**src/rtl/sram_stream_pkg.sv**
```systemverilog
// Shared definitions for the SRAM stream reader: FIFO sizing and FSM state type.
package sram_stream_pkg;

   // Elastic buffer between the SRAM read port and the output stream
   localparam int FIFO_DEPTH = 4;
   // Width of an occupancy count that can hold 0..FIFO_DEPTH
   localparam int FIFO_CW    = $clog2(FIFO_DEPTH + 1);

   typedef enum logic [1:0] {
      ST_IDLE  = 2'd0,
      ST_RUN   = 2'd1,
      ST_DRAIN = 2'd2
   } state_e;

endpackage

```
**src/rtl/sram_stream_reader_fifo.sv**
```systemverilog
// stream_fifo: small synchronous FIFO with registered occupancy count.
// Push is unconditional when push_i is high; the producer guarantees space.
module stream_fifo #(
   parameter int  W     = 8,
   parameter int  DEPTH = 4,
   localparam int PW    = (DEPTH > 1) ? $clog2(DEPTH) : 1,
   localparam int CW    = $clog2(DEPTH + 1)
) (
   input  logic          clk,
   input  logic          rst_n,
   input  logic          push_i,
   input  logic [W-1:0]  data_i,
   input  logic          pop_i,
   output logic [W-1:0]  data_o,
   output logic          valid_o,
   output logic [CW-1:0] count_o
);

   logic [W-1:0]  mem_q [DEPTH];
   logic [PW-1:0] wr_ptr_q;
   logic [PW-1:0] rd_ptr_q;
   logic [CW-1:0] count_q;
   logic          do_pop;

   function automatic logic [PW-1:0] inc_ptr(input logic [PW-1:0] p);
      return (p == PW'(DEPTH - 1)) ? '0 : p + PW'(1);
   endfunction

   assign valid_o = (count_q != '0);
   assign do_pop  = pop_i && valid_o;
   assign count_o = count_q;
   // Head is masked while empty so stale storage never shows on the output
   assign data_o  = valid_o ? mem_q[rd_ptr_q] : '0;

   // Storage write
   // NOTE: storage is deliberately not reset; emptiness is tracked by count_q
   // and the output mask above, which keeps the array a plain RAM.
   always_ff @(posedge clk) begin
      if (push_i) mem_q[wr_ptr_q] <= data_i;
   end

   // Pointer and occupancy bookkeeping
   // NOTE: all sequential state uses non-blocking assignment so every register
   // samples pre-edge values, independent of statement order.
   always_ff @(posedge clk or negedge rst_n) begin
      if (!rst_n) begin
         wr_ptr_q <= '0;
         rd_ptr_q <= '0;
         count_q  <= '0;
      end else begin
         if (push_i) wr_ptr_q <= inc_ptr(wr_ptr_q);
         if (do_pop) rd_ptr_q <= inc_ptr(rd_ptr_q);
         count_q <= count_q + CW'(push_i) - CW'(do_pop);
      end
   end

endmodule

```
**src/rtl/sram_stream_reader.sv**
```systemverilog
// sram_stream_reader: reads len consecutive SRAM words starting at base_addr
// (address wraps) and streams them out with valid/ready and a last flag.
// Optional feature: define SRAM_RD_STALL_CNT_EN to count backpressure cycles
// on stall_cnt; otherwise stall_cnt is tied to zero.
module sram_stream_reader
   import sram_stream_pkg::*;
#(
   parameter int DW = 256,
   parameter int AW = 8
) (
   input  logic          clk,
   input  logic          rst_n,
   input  logic          start,
   input  logic [AW-1:0] base_addr,
   input  logic [AW:0]   len,
   output logic          busy,
   output logic          done,
   output logic          re,
   output logic [AW-1:0] ra,
   input  logic [DW-1:0] rd,
   output logic          m_valid,
   input  logic          m_ready,
   output logic [DW-1:0] m_data,
   output logic          m_last,
   output logic [15:0]   stall_cnt
);

   localparam logic [AW:0] LEN_ONE = (AW + 1)'(1);

   state_e              state_q;
   logic [AW-1:0]       base_q;
   logic [AW:0]         len_q;
   logic [AW:0]         issued_q;
   logic [AW:0]         sent_q;
   logic                inflight_q;
   logic                done_q;
   logic [FIFO_CW-1:0]  fifo_count;
   logic                credit_ok;
   logic                hs;

   // Read issue uses only registered occupancy, so m_ready never reaches re
   assign credit_ok = (int'(fifo_count) + int'(inflight_q)) < FIFO_DEPTH;
   assign re        = (state_q == ST_RUN) && (issued_q < len_q) && credit_ok;
   assign ra        = base_q + issued_q[AW-1:0];
   assign hs        = m_valid && m_ready;
   assign m_last    = m_valid && (sent_q == len_q - LEN_ONE);
   assign busy      = (state_q != ST_IDLE);
   assign done      = done_q;

   // Read data lands one cycle after re and is captured unconditionally
   stream_fifo #(
      .W     (DW),
      .DEPTH (FIFO_DEPTH)
   ) u_fifo (
      .clk     (clk),
      .rst_n   (rst_n),
      .push_i  (inflight_q),
      .data_i  (rd),
      .pop_i   (hs),
      .data_o  (m_data),
      .valid_o (m_valid),
      .count_o (fifo_count)
   );

   // Burst control FSM with issue/delivery counters and the done pulse
   always_ff @(posedge clk or negedge rst_n) begin
      if (!rst_n) begin
         state_q    <= ST_IDLE;
         base_q     <= '0;
         len_q      <= '0;
         issued_q   <= '0;
         sent_q     <= '0;
         inflight_q <= 1'b0;
         done_q     <= 1'b0;
      end else begin
         done_q     <= 1'b0;
         inflight_q <= re;
         if (re) issued_q <= issued_q + LEN_ONE;
         if (hs) sent_q   <= sent_q + LEN_ONE;
         case (state_q)
            ST_IDLE: begin
               if (start) begin
                  base_q   <= base_addr;
                  len_q    <= len;
                  issued_q <= '0;
                  sent_q   <= '0;
                  if (len == '0) done_q  <= 1'b1;
                  else           state_q <= ST_RUN;
               end
            end
            ST_RUN: begin
               if (re && (issued_q + LEN_ONE == len_q)) state_q <= ST_DRAIN;
            end
            ST_DRAIN: begin
               // Popping the last word leaves the FIFO empty with nothing in flight
               if (hs && m_last) begin
                  state_q <= ST_IDLE;
                  done_q  <= 1'b1;
               end
            end
            default: state_q <= ST_IDLE;
         endcase
      end
   end

`ifdef SRAM_RD_STALL_CNT_EN
   logic [15:0] stall_q;

   // Saturating count of cycles the stream is held off by the consumer
   always_ff @(posedge clk or negedge rst_n) begin
      if (!rst_n) begin
         stall_q <= '0;
      end else if ((state_q == ST_IDLE) && start) begin
         stall_q <= '0;
      end else if (m_valid && !m_ready && (stall_q != 16'hFFFF)) begin
         stall_q <= stall_q + 16'd1;
      end
   end

   assign stall_cnt = stall_q;
`else
   assign stall_cnt = '0;
`endif

endmodule

```
**config.mk**
```make
export PLATFORM = sky130hd
export DESIGN_NAME = sram_stream_reader
export DESIGN_NICKNAME = d
export VERILOG_FILES = /design/src/rtl/sram_stream_pkg.sv /design/src/rtl/sram_stream_reader_fifo.sv /design/src/rtl/sram_stream_reader.sv
export SDC_FILE = /design/constraint.sdc
export NUM_CORES = 1
export LEC_CHECK = 0
export CAP_MARGIN = 20
export CORE_ASPECT_RATIO = 1.5
export CORE_MARGIN = 4
export CORE_UTILIZATION = 45
export DETAILED_ROUTE_END_ITERATION = 12
export GPL_TIMING_DRIVEN = 1
export HOLD_SLACK_MARGIN = 0.03
export PLACE_DENSITY = 0.7
export SLEW_MARGIN = 20
export SYNTH_ARGS = -nofsm -noshare
export SYNTH_HDL_FRONTEND = slang
export SYNTH_SLANG_ARGS = --single-unit
```
**constraint.sdc**
```tcl
create_clock -name clk -period 8.3 [get_ports clk]
set_input_delay 1.245 -clock clk [delete_from_list [all_inputs] [get_ports clk]]
set_output_delay 1.245 -clock clk [all_outputs]
set_load 0.05 [all_outputs]
```
==> metrics.md <==
| Metric | Value |
|---|---|
| Worst slew margin | 0.148 |
| # rows | between 100 and 150 |
| Clk root buf | clkbuf_16 |
| Largest family of logic cells by synthesized area | multiplexers |
| Worst slew pin tran | ~1300 ps |
| CP cell instances | buf_12 -> mux4_2 -> and2_1 -> clkdlybuf4s50_1 |
| Port bufs | 545 |
| Synth top area share | 0.737 |
| Synthesis Warnings | 0 |
| Startpoint Class | register |
| Simple-gate area share of the yosys netlist | 0.0527 |
| Final WS setup | around 2800 ps |
| Hold_ws | between 500 and 600 ps |
| Via count | roughly 21000 |
| Post-synthesis compound-gate area fraction | 0.0104 |
| Critical-path top delay cell | dfrtp_4 |
| First-pass GRT wire length | ~140 mm |
| Critical path class | reg2out |
| Fill cells | roughly 7000 |
| Area of the multi-input gates | around 9000 um^2 |
| Slowest Stage Delay on Critical Path | roughly 1100 ps |
| Final core utilization | 0.563 |
| Pre-antenna DRT Iters | 6 |
| Post-Syn Area | 41700 um^2 |
| DR DRC count | 0 |
| Post-synth EDFFs | 1024 |
| Avg WL per Cell | roughly 24 um |
| Chip width | approximately 260 um |
| Tot GR Track Use | 0.189 |
| Worst Path Max Fanout | 147 |
| Final wirelength | ~92 mm |
| Dpl hpwl | roughly 56 mm |
| Crit path time final | around 5500 ps |
| Die Ht | 381 um |
| Largest net degree at the start of global routing | 148 |
| Vias per cell | 5.43 |
| Initial DRC Count | roughly 1100 |
| Layout cells sized above 1 | 0.166 |
| Slew Limit Fails | 0 |
| WP data arrival | around 4300 ps |
| Post-synthesis sequential area ratio | 0.765 |
| #FFs+latches synth | 1070 |
| Htree depth | 3 |
| Routability cong. | 0.816 |
| Main synth FF type | edfxtp_1 |
| Final Hold Vio Count | 0 |
| Die area | approximately 100000 um^2 |
| Total of max-cap violations | 0 |
| Total Nets Final | between 2000 and 3000 |
| Initial Util | 0.454 |
| Setup TNS | 0 ps |
| Clock skew | 22.7 ps |
| Final Setup Violations | 0 |
| CTS hold repair buffers | 0 |
| Largest delay share family, worst path | buffers and inverters |
| Yosys top cell by area | edfxtp_1 |
| Register area | between 30000 and 40000 um^2 |
| Post-CTS setup buffers | 0 |
| CP Capture Type | output pin |
| Most common cell in the netlist | edfxtp_1 |
| GR Overflow Total | 0 |
| Synthesis-to-finish area growth | 23.9% |
| Final period util | 0.662 |
| Area contributors post-synth | edfxtp_1 (74%), mux4_2 (14%), and2_1 (3.9%) |
| TritonCTS Buffers | 97 |
| Clk slew on worst S/H paths | 60 ps |
| DP Worst Slack | between 3000 and 4000 ps |
| RSZ-0062 raised after global routing | false |
| Post-route ant nets | 0 |
| Synth Area in Adders | 0.00906 |
| WP buf/inv | 2 |
| CTS Sinks | 1070 |
| Hold Crit Class | reg2reg |
| Top cells by count, synth | edfxtp_1 (1024), and2_1 (263), mux4_2 (256) |
| Core ar. | roughly 92000 um^2 |
| Multiplexer share of the synthesized area | 0.140 |
| Mean area per synthesized cell | ~21 um^2 |
| Insertion delay to the later sink of the worst-skew pair | between 600 and 700 ps |
| FMAX | approximately 180 MHz |
| Critical Path RT | ~7100 ps |
| Syn Inst Count | between 1500 and 2000 |
| Post-Synth XOR/XNOR Area | 0.00756 |
| Initial antenna violation count | 23 |
| TritonCTS clock tree | built |
| Synth cell types | 55 |
| Status | completed |
| Async set or reset register ratio after synthesis | 0.0430 |
| Clk buf depth | 3 |
| Post-cts sizing count | 0 |
| Vias in the first global route | 22650 |
| I/O Pins | ~560 |
layout make-up:
type                    instances  share of cell area
flip-flops and latches       1070               0.617
diodes                         16            0.000774
clock inverters                58              0.0132
multi-input cells             781               0.179
well taps                    1173              0.0284
clock buffers                 119              0.0491
repair buffers                564               0.110
inverters                      27             0.00196
cell families (layout without fill, tap and decap cells):
kind of cell,after synthesis,after routing
adder cells (fa/ha/maj),29,29
multiplexers,264,264
AO/OA/AOI/OAI,63,63
buffers and inverters,143,768
XOR/XNOR,36,36
AND/OR/NAND/NOR,373,373
flip-flops,1070,1070
other,1,32
path summary, 6_finish.rpt:
| path | startpoint | to | slack [ps] | cells past startpoint |
|---|---|---|---|---|
| worst max-delay path | u_fifo.rd_ptr_q[1] | m_data[77] | 2800 | 4 |
| worst min-delay path | base_q[4] | base_q[4] | 530 | 1 |
| worst max register to register | u_fifo.wr_ptr_q[0] | u_fifo.mem_q[3][29] | 5150 | 4 |
| worst min register to register | base_q[4] | base_q[4] | 530 | 1 |
| max in group asynchronous | rst_n | u_fifo.rd_ptr_q[0] | 7230 | 1 |
| min in group asynchronous | rst_n | issued_q[4] | 590 | 1 |
cell usage in the layout, fill, tap and decap left out, drive strengths merged, types with 4 or more instances in the layout:
| cell | instances |
|---|---|
| buf | 20 |
| dfrtp | 46 |
| nor2 | 28 |
| clkdlybuf4s50 | 544 |
| clkinv | 37 |
| and2 | 263 |
| nor3 | 5 |
| diode | 16 |
| xnor2 | 13 |
| xor2 | 23 |
| bufinv | 12 |
| clkbuf | 119 |
| nor2b | 6 |
| and3 | 4 |
| clkinvlp | 7 |
| mux4 | 256 |
| inv | 29 |
| o21ai | 20 |
| ha | 27 |
| nand2 | 26 |
| mux2 | 7 |
| nand2b | 7 |
| nand3 | 12 |
| a21oi | 13 |
| nand4 | 7 |
| edfxtp | 1024 |
| a31oi | 5 |
| conb | 16 |
stage by stage:
stage / area (um^2) / std cells
after floorplan: 41800 / 1994
after global placement: 48400 / 3614
after detailed placement: 48400 / 3614
after CTS: 51600 / 3791
after global routing: 51700 / 3802
final: 51700 / 3808
layer usage:
layer | up-vias | track usage | wire, um
met3 | 141 | 0.0642 | 7850
met5 | - | 0 | 84
met4 | 12 | 0.0597 | 2410
li1 | 9057 | - | -
met2 | 672 | 0.318 | 47100
met1 | 10807 | 0.232 | 35000
flip-flops by register name (all words and copies together), names as in the netlist:
| register | cells |
|---|---|
| u_fifo.mem_q | 1024 |
| issued_q | 9 |
| u_fifo.count_o | 3 |
| base_q | 8 |
| state_q | 2 |
| done | 1 |
| inflight_q | 1 |
| sent_q | 9 |
| len_q | 9 |
| u_fifo.rd_ptr_q | 2 |
| u_fifo.wr_ptr_q | 2 |
worst reg2reg max path: stages (launching register included):
cell	delay, ps
dfrtp_1	410
ha_1	200
and2_4	640
buf_12	570
buf_4	910
Power is not shown: default switching activity piles up to over one toggle a cycle in this logic, so the estimate is an artifact.
